===== config.mk =====
export PLATFORM = sky130hd
export DESIGN_NAME = vtw_fail_capture
export DESIGN_NICKNAME = d
export VERILOG_FILES = /design/src/rtl/vtw_fail_pkg.sv /design/src/rtl/vtw_fail_fifo.sv /design/src/rtl/vtw_fail_capture.sv
export SDC_FILE = /design/constraint.sdc
export NUM_CORES = 1
export LEC_CHECK = 0
export ABC_CLOCK_PERIOD_IN_PS = 15200
export BUFFER_PORTS_ARGS = -buffer_cell sky130_fd_sc_hd__buf_2
export CORE_ASPECT_RATIO = 0.9
export CORE_UTILIZATION = 25
export DETAILED_ROUTE_END_ITERATION = 7
export GPL_TIMING_DRIVEN = 0
export HOLD_SLACK_MARGIN = 0.1
export PLACE_DENSITY = 0.48
export SLEW_MARGIN = 20
export SYNTH_ARGS = -nofsm -noshare
export SYNTH_HDL_FRONTEND = slang
export SYNTH_SLANG_ARGS = --single-unit
export TNS_END_PERCENT = 30

===== constraint.sdc =====
create_clock -name clk -period 15.2 [get_ports clk]
set_clock_uncertainty 0.1 [all_clocks]
set_input_delay 3.04 -clock clk [delete_from_list [all_inputs] [get_ports clk]]
set_output_delay 3.04 -clock clk [all_outputs]
set_load 0.02 [all_outputs]

===== src/rtl/vtw_fail_pkg.sv =====
// Shared types and defaults for the virtual-tester fail-capture block.
package vtw_fail_pkg;

    localparam int unsigned PIN_W_DEF     = 8;
    localparam int unsigned VEC_W_DEF     = 32;
    localparam int unsigned CYC_W_DEF     = 32;
    localparam int unsigned CNT_W_DEF     = 32;
    localparam int unsigned DEPTH_DEF     = 16;
    localparam int unsigned PULSE_CYC_DEF = 4;

    typedef struct packed {
        logic [PIN_W_DEF-1:0] pin;
        logic [VEC_W_DEF-1:0] vector;
        logic [CYC_W_DEF-1:0] cycle;
        logic                 real_val;
        logic                 exp_val;
    } fail_rec_t;

    typedef enum logic [1:0] {
        StIdle,
        StRun,
        StEnd,
        StDone
    } state_t;

endpackage


===== src/rtl/vtw_fail_fifo.sv =====
// Synchronous fail-record FIFO; a push into a full FIFO succeeds when a pop happens in the same
// cycle. Empty FIFO never bypasses: a pushed record is visible the following cycle.
module vtw_fail_fifo
    import vtw_fail_pkg::*;
#(
    parameter int unsigned DEPTH = DEPTH_DEF,
    parameter type         rec_t = fail_rec_t
) (
    input  logic clk,
    input  logic rst_n,
    input  logic i_clr,
    input  logic i_push,
    input  logic i_pop,
    input  rec_t i_wdata,
    output logic o_full,
    output logic o_empty,
    output rec_t o_rdata
);

    localparam int unsigned AW = $clog2(DEPTH);

    rec_t          r_mem [DEPTH];
    logic [AW:0]   r_wptr;
    logic [AW:0]   r_rptr;
    logic          w_push;
    logic          w_pop;

    assign o_empty = (r_wptr == r_rptr);
    assign o_full  = (r_wptr[AW] != r_rptr[AW]) && (r_wptr[AW-1:0] == r_rptr[AW-1:0]);
    assign w_pop   = i_pop & ~o_empty;
    assign w_push  = i_push & (~o_full | w_pop);

    always_ff @(posedge clk or negedge rst_n) begin
        if (!rst_n) begin
            r_wptr <= '0;
            r_rptr <= '0;
        end else if (i_clr) begin
            r_wptr <= '0;
            r_rptr <= '0;
        end else begin
            if (w_push) r_wptr <= r_wptr + 1'b1;
            if (w_pop)  r_rptr <= r_rptr + 1'b1;
        end
    end

    // On push-while-full-with-pop the write lands in the slot being vacated this edge.
    always_ff @(posedge clk) begin
        if (w_push && !i_clr) r_mem[r_wptr[AW-1:0]] <= i_wdata;
    end

    assign o_rdata = o_empty ? '0 : r_mem[r_rptr[AW-1:0]];

endmodule


===== src/rtl/vtw_fail_capture.sv =====
// Capture end for tester compare results: counts compares/fails, queues fail records and emits
// the end-of-pattern pass/fail/end pulses.
module vtw_fail_capture
    import vtw_fail_pkg::*;
#(
    parameter int unsigned PIN_W     = PIN_W_DEF,
    parameter int unsigned VEC_W     = VEC_W_DEF,
    parameter int unsigned CYC_W     = CYC_W_DEF,
    parameter int unsigned CNT_W     = CNT_W_DEF,
    parameter int unsigned DEPTH     = DEPTH_DEF,
    parameter int unsigned PULSE_CYC = PULSE_CYC_DEF
) (
    input  logic             clk,
    input  logic             rst_n,
    input  logic             clr,
    input  logic             cmp_valid,
    input  logic             cmp_mask,
    input  logic [PIN_W-1:0] cmp_pin,
    input  logic [VEC_W-1:0] cmp_vector,
    input  logic [CYC_W-1:0] cmp_cycle,
    input  logic             cmp_real,
    input  logic             cmp_exp,
    input  logic             test_done,
    output logic             rd_valid,
    input  logic             rd_ready,
    output logic [PIN_W-1:0] rd_pin,
    output logic [VEC_W-1:0] rd_vector,
    output logic [CYC_W-1:0] rd_cycle,
    output logic             rd_real,
    output logic             rd_exp,
    output logic [CNT_W-1:0] compare_count,
    output logic [CNT_W-1:0] fail_count,
    output logic [CNT_W-1:0] lost_count,
    output logic             overflow,
    output logic             test_pass,
    output logic             test_fail,
    output logic             test_end
);

    // Same field layout as fail_rec_t, sized by this instance's parameters.
    typedef struct packed {
        logic [PIN_W-1:0] pin;
        logic [VEC_W-1:0] vector;
        logic [CYC_W-1:0] cycle;
        logic             real_val;
        logic             exp_val;
    } rec_t;

    localparam int unsigned TW = (PULSE_CYC > 1) ? $clog2(PULSE_CYC) : 1;

    state_t           r_state, w_state_next;
    logic [TW-1:0]    r_timer, w_timer_next;
    logic             r_pass, w_pass_next;
    logic             r_fail, w_fail_next;
    logic             r_end, w_end_next;
    logic [CNT_W-1:0] r_cmp_cnt, r_fail_cnt, r_lost_cnt;
    logic             r_overflow;
    logic             w_active, w_accept, w_fail, w_pop, w_drop, w_push, w_done, w_any_fail;
    logic             w_full, w_empty;
    rec_t             w_wrec, w_rrec;

    function automatic logic [CNT_W-1:0] sat_inc(input logic [CNT_W-1:0] v);
        return (&v) ? v : v + 1'b1;
    endfunction

    assign w_active   = (r_state == StIdle) || (r_state == StRun);
    assign w_accept   = cmp_valid & w_active;
    assign w_fail     = w_accept & ~cmp_mask & (cmp_real ^ cmp_exp);
    assign w_pop      = ~w_empty & rd_ready;
    assign w_drop     = w_fail & w_full & ~w_pop;
    assign w_push     = w_fail & ~w_drop;
    assign w_done     = test_done & w_active;
    // A fail arriving with test_done still decides the verdict.
    assign w_any_fail = (r_fail_cnt != '0) | w_fail;

    assign w_wrec = '{pin: cmp_pin, vector: cmp_vector, cycle: cmp_cycle,
                      real_val: cmp_real, exp_val: cmp_exp};

    vtw_fail_fifo #(
        .DEPTH (DEPTH),
        .rec_t (rec_t)
    ) u_fifo (
        .clk     (clk),
        .rst_n   (rst_n),
        .i_clr   (clr),
        .i_push  (w_push),
        .i_pop   (w_pop),
        .i_wdata (w_wrec),
        .o_full  (w_full),
        .o_empty (w_empty),
        .o_rdata (w_rrec)
    );

    always_comb begin
        w_state_next = r_state;
        w_timer_next = r_timer;
        w_pass_next  = r_pass;
        w_fail_next  = r_fail;
        w_end_next   = r_end;
        case (r_state)
            StIdle, StRun: begin
                if (w_done) begin
                    w_state_next = StEnd;
                    w_timer_next = TW'(PULSE_CYC - 1);
                    w_end_next   = 1'b1;
                    w_pass_next  = ~w_any_fail;
                    w_fail_next  = w_any_fail;
                end else if (cmp_valid) begin
                    w_state_next = StRun;
                end
            end
            StEnd: begin
                if (r_timer == '0) begin
                    w_state_next = StDone;
                    w_end_next   = 1'b0;
                    w_pass_next  = 1'b0;
                    w_fail_next  = 1'b0;
                end else begin
                    w_timer_next = r_timer - 1'b1;
                end
            end
            default: ;
        endcase
    end

    always_ff @(posedge clk or negedge rst_n) begin
        if (!rst_n) begin
            r_state <= StIdle;
            r_timer <= '0;
            r_pass  <= 1'b0;
            r_fail  <= 1'b0;
            r_end   <= 1'b0;
        end else if (clr) begin
            r_state <= StIdle;
            r_timer <= '0;
            r_pass  <= 1'b0;
            r_fail  <= 1'b0;
            r_end   <= 1'b0;
        end else begin
            r_state <= w_state_next;
            r_timer <= w_timer_next;
            r_pass  <= w_pass_next;
            r_fail  <= w_fail_next;
            r_end   <= w_end_next;
        end
    end

    always_ff @(posedge clk or negedge rst_n) begin
        if (!rst_n) begin
            r_cmp_cnt  <= '0;
            r_fail_cnt <= '0;
            r_lost_cnt <= '0;
            r_overflow <= 1'b0;
        end else if (clr) begin
            r_cmp_cnt  <= '0;
            r_fail_cnt <= '0;
            r_lost_cnt <= '0;
            r_overflow <= 1'b0;
        end else begin
            if (w_accept) r_cmp_cnt  <= sat_inc(r_cmp_cnt);
            if (w_fail)   r_fail_cnt <= sat_inc(r_fail_cnt);
            if (w_drop) begin
                r_lost_cnt <= sat_inc(r_lost_cnt);
                r_overflow <= 1'b1;
            end
        end
    end

    assign rd_valid      = ~w_empty;
    assign rd_pin        = w_rrec.pin;
    assign rd_vector     = w_rrec.vector;
    assign rd_cycle      = w_rrec.cycle;
    assign rd_real       = w_rrec.real_val;
    assign rd_exp        = w_rrec.exp_val;
    assign compare_count = r_cmp_cnt;
    assign fail_count    = r_fail_cnt;
    assign lost_count    = r_lost_cnt;
    assign overflow      = r_overflow;
    assign test_pass     = r_pass;
    assign test_fail     = r_fail;
    assign test_end      = r_end;

endmodule


Yosys cells after proc, flatten, opt, wreduce, memory -nomap -nowiden

Memories as Yosys holds them, arrays and structs flattened.
Cells that the tools add are included.

Bitwise gates (word level): 19
Multiplexer cells: 37
Add/subtract/negate cells: 6
Reduce and logical (&&, ||, !) cells: 23
Equality and inequality tests: 12

Operators by type and width:

| kind                                                                   | count |
|---|---|
| 32-bit 2-to-1 mux                                                      | 9 |
| 32-bit by 1-bit adder with 32-bit output (second input constant)       | 3 |
| 32-bit AND reduction                                                   | 3 |
| 74-bit 2-to-1 mux                                                      | 1 |
| 32-bit nonzero test                                                    | 1 |
| 5-bit 2-to-1 mux                                                       | 4 |
| 2-bit 2-to-1 mux                                                       | 7 |
| 1-bit 2-to-1 mux                                                       | 11 |
| 5-bit by 1-bit adder with 5-bit output (second input constant)         | 2 |
| 1-bit AND                                                              | 10 |
| 2-bit nonzero test                                                     | 5 |
| 3-bit != test (second input constant)                                  | 3 |
| 3-bit AND reduction                                                    | 3 |
| 2-bit one-hot mux with 2 select lines                                  | 2 |
| 2-bit != test (second input constant)                                  | 3 |
| 1-bit inverter                                                         | 6 |
| 1-bit one-hot mux with 2 select lines                                  | 3 |
| 2-bit AND reduction                                                    | 3 |
| 5-bit equality test                                                    | 1 |
| 4-bit equality test                                                    | 1 |
| 2-bit zero test                                                        | 2 |
| 4-bit != test (second input constant)                                  | 1 |
| 3-bit nonzero test                                                     | 1 |
| 2-bit by 1-bit equality test with 1-bit output (second input constant) | 1 |
| 9 further kinds                                                        | 11 |

Bits of input ports: 81
Word-level logic and storage cells: 109
Register bits after elaboration: 114
Memories kept: 1
RAM bits: 1184

Memory list:

| memory       | words | width | read ports | clocked after Yosys merged registers in | wr ports | RTL line            | text |
|---|---|---|---|---|---|---|---|
| u_fifo.r_mem | 16    | 74    | 1          | 0                                       | 1        | vtw_fail_fifo.sv:22 | `rec_t r_mem [DEPTH];` |

Logic depth before layout (Yosys ltp)

Depth after elaboration: 13
Depth in mapped cells: 9
Gate-level depth less buffers: 6

By module

Synthesis repeated with hierarchy kept, for this count alone.

Cell total of the unflattened synthesis: 2586
Area, all modules: 51031.4 µm²

Modules (own cells, without submodules):

| module           | instances | area each (µm²) | cells an instance |
|---|---|---|---|
| vtw_fail_fifo    | 1         | 45021.9         | 1905 |
| vtw_fail_capture | 1         | 6009.5          | 681 |

Least setup slack after synthesis

No wires, ideal clock.

Kind: input -> register
Start: input cmp_real
End: memory u_fifo.r_mem[6][0] in the netlist's numbering, enable pin
Arrival: 11.852 ns
Stages: 6
Required time: 14.386 ns
Slack: 2.533 ns
Path buffers: 1
Setup time: 0.714 ns
Path through: xnor2_1 or3_1 clkbuf_1 a31oi_1 nand2_1 nor4b_1

Cells in the longest elaborated chain, start to end: 10

Ends and longest elaborated chain:

| what                                       | RTL line               | text |
|---|---|---|
| start: declaration                         | vtw_fail_capture.sv:21 | `input logic cmp_real,` |
| 1-bit bitwise XOR (*)                      | vtw_fail_capture.sv:68 | `assign w_fail = w_accept & ~cmp_mask & (cmp_real ^ cmp_exp);` |
| 1-bit AND (*)                              | vtw_fail_capture.sv:68 |  |
| 1-bit AND (2 in a row)                     | vtw_fail_capture.sv:70 | `assign w_drop = w_fail & w_full & ~w_pop;` |
| 1-bit inverter                             | vtw_fail_capture.sv:71 | `assign w_push = w_fail & ~w_drop;` |
| 1-bit AND (*)                              | vtw_fail_capture.sv:71 |  |
| 1-bit AND (*)                              | vtw_fail_fifo.sv:31    | `assign w_push = i_push & (~o_full \| w_pop);` |
| 1-bit logical AND (*)                      | vtw_fail_fifo.sv:48    | `if (w_push && !i_clr) r_mem[r_wptr[AW-1:0]] <= i_wdata;` |
| 1-bit 2-to-1 mux (*)                       | vtw_fail_fifo.sv:48    |  |
| 1-bit 2-to-1 mux (implied by the code) (*) | vtw_fail_fifo.sv:48    |  |
| end: declaration                           | vtw_fail_fifo.sv:22    |  |

Every way passes the cells marked *; elsewhere a longest branch is shown, timed or not.

Worst setup path after layout

Start: register u_fifo.r_rptr[1]
End: output rd_cycle[2]

Cells in the longest elaborated chain, start to end: 2
Elaborated cells between the ends (all ways): 3

Ends and longest elaborated chain:

| what                                                           | RTL line               | text |
|---|---|---|
| start: declaration                                             | vtw_fail_fifo.sv:24    | `logic [AW:0] r_rptr;` |
| start signal: assignment                                       | vtw_fail_fifo.sv:42    | `if (w_pop) r_rptr <= r_rptr + 1'b1;` |
| memory read 16 x 74 bit or 5-bit equality test (tied branches) | n/a                    |  |
| 74-bit 2-to-1 mux (*)                                          | vtw_fail_fifo.sv:51    | `assign o_rdata = o_empty ? '0 : r_mem[r_rptr[AW-1:0]];` |
| end: declaration                                               | vtw_fail_capture.sv:28 | `output logic [CYC_W-1:0] rd_cycle,` |

Marks and branches as above.

==> results.md <==
* Internal power at 5.94 mW
* Clock Power Share at 43.0%
* Sink Count at 1298
* Post-CTS sizing at 0
* Final setup fails at 0
* Initial antenna violation count at 42
* Placed Instances at 5504
* Number of synthesized flops with an enable pin at 1184
* CTS root buf: clkbuf_16
* Total power at 7.65 mW
* Routability-driven placement congestion ratio at 0.777
* Final hold violations at 0
* Comb power frac at 6.0%
* Maximum vdd ir drop at 98.9 uV
* Post-cts hold buffer count at 0
* Rel. slew slack at 21.3%
* CTS tree: yes
* Ports at 256
* Startpoint types: flip-flop
* DRT Pass-1 Iters at 7
* Via count at 26900
* Row count at 157
* Detailed Route Iter0 Violations at 2390
* Worst Tran Pin Value at 1.18 ns
* CP max FO at 11
* Clock slew at reported path FFs at 0.06 ns
* Area Overhead vs Synth at 19.7%
* Worst setup margin at 6.99 ns
* Mapped Area at 51500 um2
* Fin cells at 5748
* First-pass GRT wire length at 208000 um
* Max-Cap Viols at 0
* Vias in the first global route at 27100
* CP cell instances: clkbuf_1 > clkbuf_1 > clkbuf_1 > mux4_2 > mux4_2 > nor2b_1 > buf_2
* IO buf count at 254
* CP max stage delay at 0.93 ns
* Die area at 208000 um2
* Avg WL per Cell at 25.6 um
* Req. time, crit path at 12.06 ns
* Util after Layout at 30.2%
* Clk Latency, worst-skew pair at 0.77 ns
* Multi-input logic area at 12500 um2
* H-tree level count at 4
* Post-Synthesis Cells at 2484
* Initial core utilization at 25.2%
* Worst min path class: reg2reg
* Worst Path Class, Setup: reg2out
* Syn. warnings at 0
* DR vias/cell at 4.68
* R2R depth at 14
* Largest net degree at the start of global routing at 71
* Final period util at 54.0%
* GRT overflow at 0
* Fill count at 19900
* CP max stage cell: clkbuf_1
* Status: finished clean
* Yosys reg bits at 1298
* Maximum buffer depth of the clock tree at 3
* Worst Path Arrival at 5.07 ns
* Core Area at 204000 um2
* Syn_nets at 2575
* Max Clock Freq at 0.122 GHz
* WL final at 147000 um
* Leak at 19.3 nW
* Sequential Power Share at 51.0%
* Pre-CTS WS at 7.33 ns
* Detail Placement HPWL at 93700 um
* Total global-route track usage at 14.1%
* Layout cells sized above 1 at 31.6%
* # DRC at 0
* Synth unique cells at 54
* Antenna Nets Post-Route at 0
* Storage element area at 38400 um2
* CP most frequent cell: clkbuf_1
* CTS buffer count at 136
* PD cells at 124 nW/um2
* Seq/Total Area, Yosys at 74.6%
* Final net count at 3031
* Slew Limit Fails at 0
* RSZ-0062 raised after global routing: false
* Hold path depth at 2
* Die W at 480 um
* Async SR Flop Fraction at 8.78%
* Worst Setup End Kind: output pin
* NetSw at 1.71 mW
* Postcts setup bufs at 0
* Sw frac at 22.4%
* Minimum clock period at 8.21 ns
* Top FF cell, synth: edfxtp_1
* Syn avg cell area at 20.7 um2
* Die H at 432 um
[flip-flops by register name, summed over array words and instances, names as in the netlist, 2 cells and up]
signal,flops
r_state,2
lost_count,32
u_fifo.r_mem,1184
r_timer,2
fail_count,32
compare_count,32
u_fifo.r_rptr,5
u_fifo.r_wptr,5
[power by group through the flow]
stage               combinational (mW)  clock [mW]  sequential, mW
detailed placement               0.472           0            3.98
global placement                 0.466           0            3.98
floorplan                        0.263           0            3.98
global route                     0.495        3.51            3.90
finish                           0.456        3.29            3.91
CTS                              0.473        3.38            3.90
[cell usage in the layout, fill, tap and decap left out, types with 11 or more instances in the layout]
master / synthesis / routed
nand3_1: 49 / 49
clkbuf_1: 98 / 113
clkbuf_16: 0 / 140
nor4_1: 24 / 24
buf_12: 0 / 11
buf_2: 11 / 289
xnor2_1: 11 / 11
a21oi_1: 72 / 72
nand2_1: 42 / 42
o21ai_0: 40 / 40
clkinv_1: 0 / 26
mux2_2: 14 / 14
o31ai_1: 31 / 31
clkbuf_2: 1 / 20
inv_1: 24 / 24
buf_4: 0 / 17
clkinv_2: 0 / 15
edfxtp_1: 1184 / 1184
nor3_1: 14 / 14
or3_1: 37 / 37
nor2_1: 53 / 52
nor2b_1: 88 / 88
buf_16: 0 / 20
nand4_1: 34 / 34
dfrtp_1: 114 / 114
or4_1: 36 / 36
mux4_2: 370 / 370
[cell usage after synthesis (3+ instances only)]
master / count / share of area [%]
or4_1: 36 / 0.53
and4_1: 14 / 0.24
nor4b_1: 3 / 0.051
nand4_1: 34 / 0.41
and3_1: 15 / 0.18
a21oi_1: 72 / 0.70
o2111ai_1: 3 / 0.051
mux4_2: 370 / 16
mux2_2: 14 / 0.31
o21a_1: 4 / 0.058
mux2i_1: 4 / 0.078
and2_1: 6 / 0.073
o41ai_1: 7 / 0.12
or2_2: 6 / 0.073
buf_1: 22 / 0.16
inv_1: 24 / 0.18
or3_1: 37 / 0.45
xnor2_1: 11 / 0.19
dfrtp_1: 114 / 5.5
buf_2: 11 / 0.11
edfxtp_1: 1184 / 69
ha_1: 10 / 0.24
nor3_1: 14 / 0.14
nand3_1: 49 / 0.48
o211ai_1: 4 / 0.058
nand2_1: 42 / 0.31
o311ai_0: 3 / 0.051
o21ai_0: 40 / 0.39
nor2b_1: 88 / 1.1
nor4_1: 24 / 0.29
xor2_1: 10 / 0.17
o31ai_1: 31 / 0.45
nor2_1: 53 / 0.39
or4b_2: 3 / 0.058
clkbuf_1: 98 / 0.71
[final timing paths]
check | startpoint | end | slack [ns]
hold / removal | test_fail$_DFFE_PN0P_ | test_fail$_DFFE_PN0P_ | 0.39
max in group asynchronous | rst_n | r_state[1]$_DFFE_PN0P_ | 12.25
hold reg to reg | test_fail$_DFFE_PN0P_ | test_fail$_DFFE_PN0P_ | 0.39
min in group asynchronous | rst_n | compare_count[30]$_DFFE_PN0P_ | 2.06
setup reg to reg | u_fifo.r_rptr[3]$_DFFE_PN0P_ | u_fifo.r_mem[6][46]$_DFFE_PP_ | 10.22
setup / recovery | u_fifo.r_rptr[1]$_DFFE_PN0P_ | rd_cycle[2] | 6.99
[worst max-delay path: cells and delay by family (launching register included)]
kind                   cells  cell delay, ns
buffers and inverters      4            2.74
multiplexers               2            0.89
AND/OR/NAND/NOR            1            0.22
flip-flops                 1            0.43
[layout make-up]
class | instances | share of cell area (%)
Sequential cell | 1298 | 62.4
Multi-Input combinational cell | 1029 | 20.3
Clock buffer | 169 | 5.91
Inverter | 24 | 0.146
Tap cell | 2703 | 5.49
Clock inverter | 65 | 1.11
Timing Repair Buffer | 318 | 3.70
Antenna cell | 9 | 0.0366
Buffer | 133 | 0.910
[through the flow]
stage / cell area [um2] / TNS, ns / hold WS (ns)
floorplan: 51500 / 0 / 0.453
global placement: 56100 / -1411.40 / 0.364
CTS: 61500 / 0 / 0.388
detailed placement: 57200 / 0 / 0.374
finish: 61600 / 0 / 0.386
global route: 61600 / 0 / 0.409
[routing by layer]
metal | GRT usage, % | up-vias | wire length [um]
met1 | 19.4 | 14400 | 65300
met2 | 22.8 | 852 | 70300
met5 | 0 | - | 111
met4 | 3.81 | 16 | 3080
li1 | - | 11400 | -
met3 | 2.50 | 224 | 8220
[kinds of logic after synthesis]
logic type,share of synthesized area [%]
AOI/OAI and AO/OA,2.01
adders and majority gates,0.243
buffers and inverters,1.19
DFF,74.6
muxes,16.6
xor gates and xnor gates,0.357
and+or+nand+nor,4.98
(Power assumes the default switching activity.)
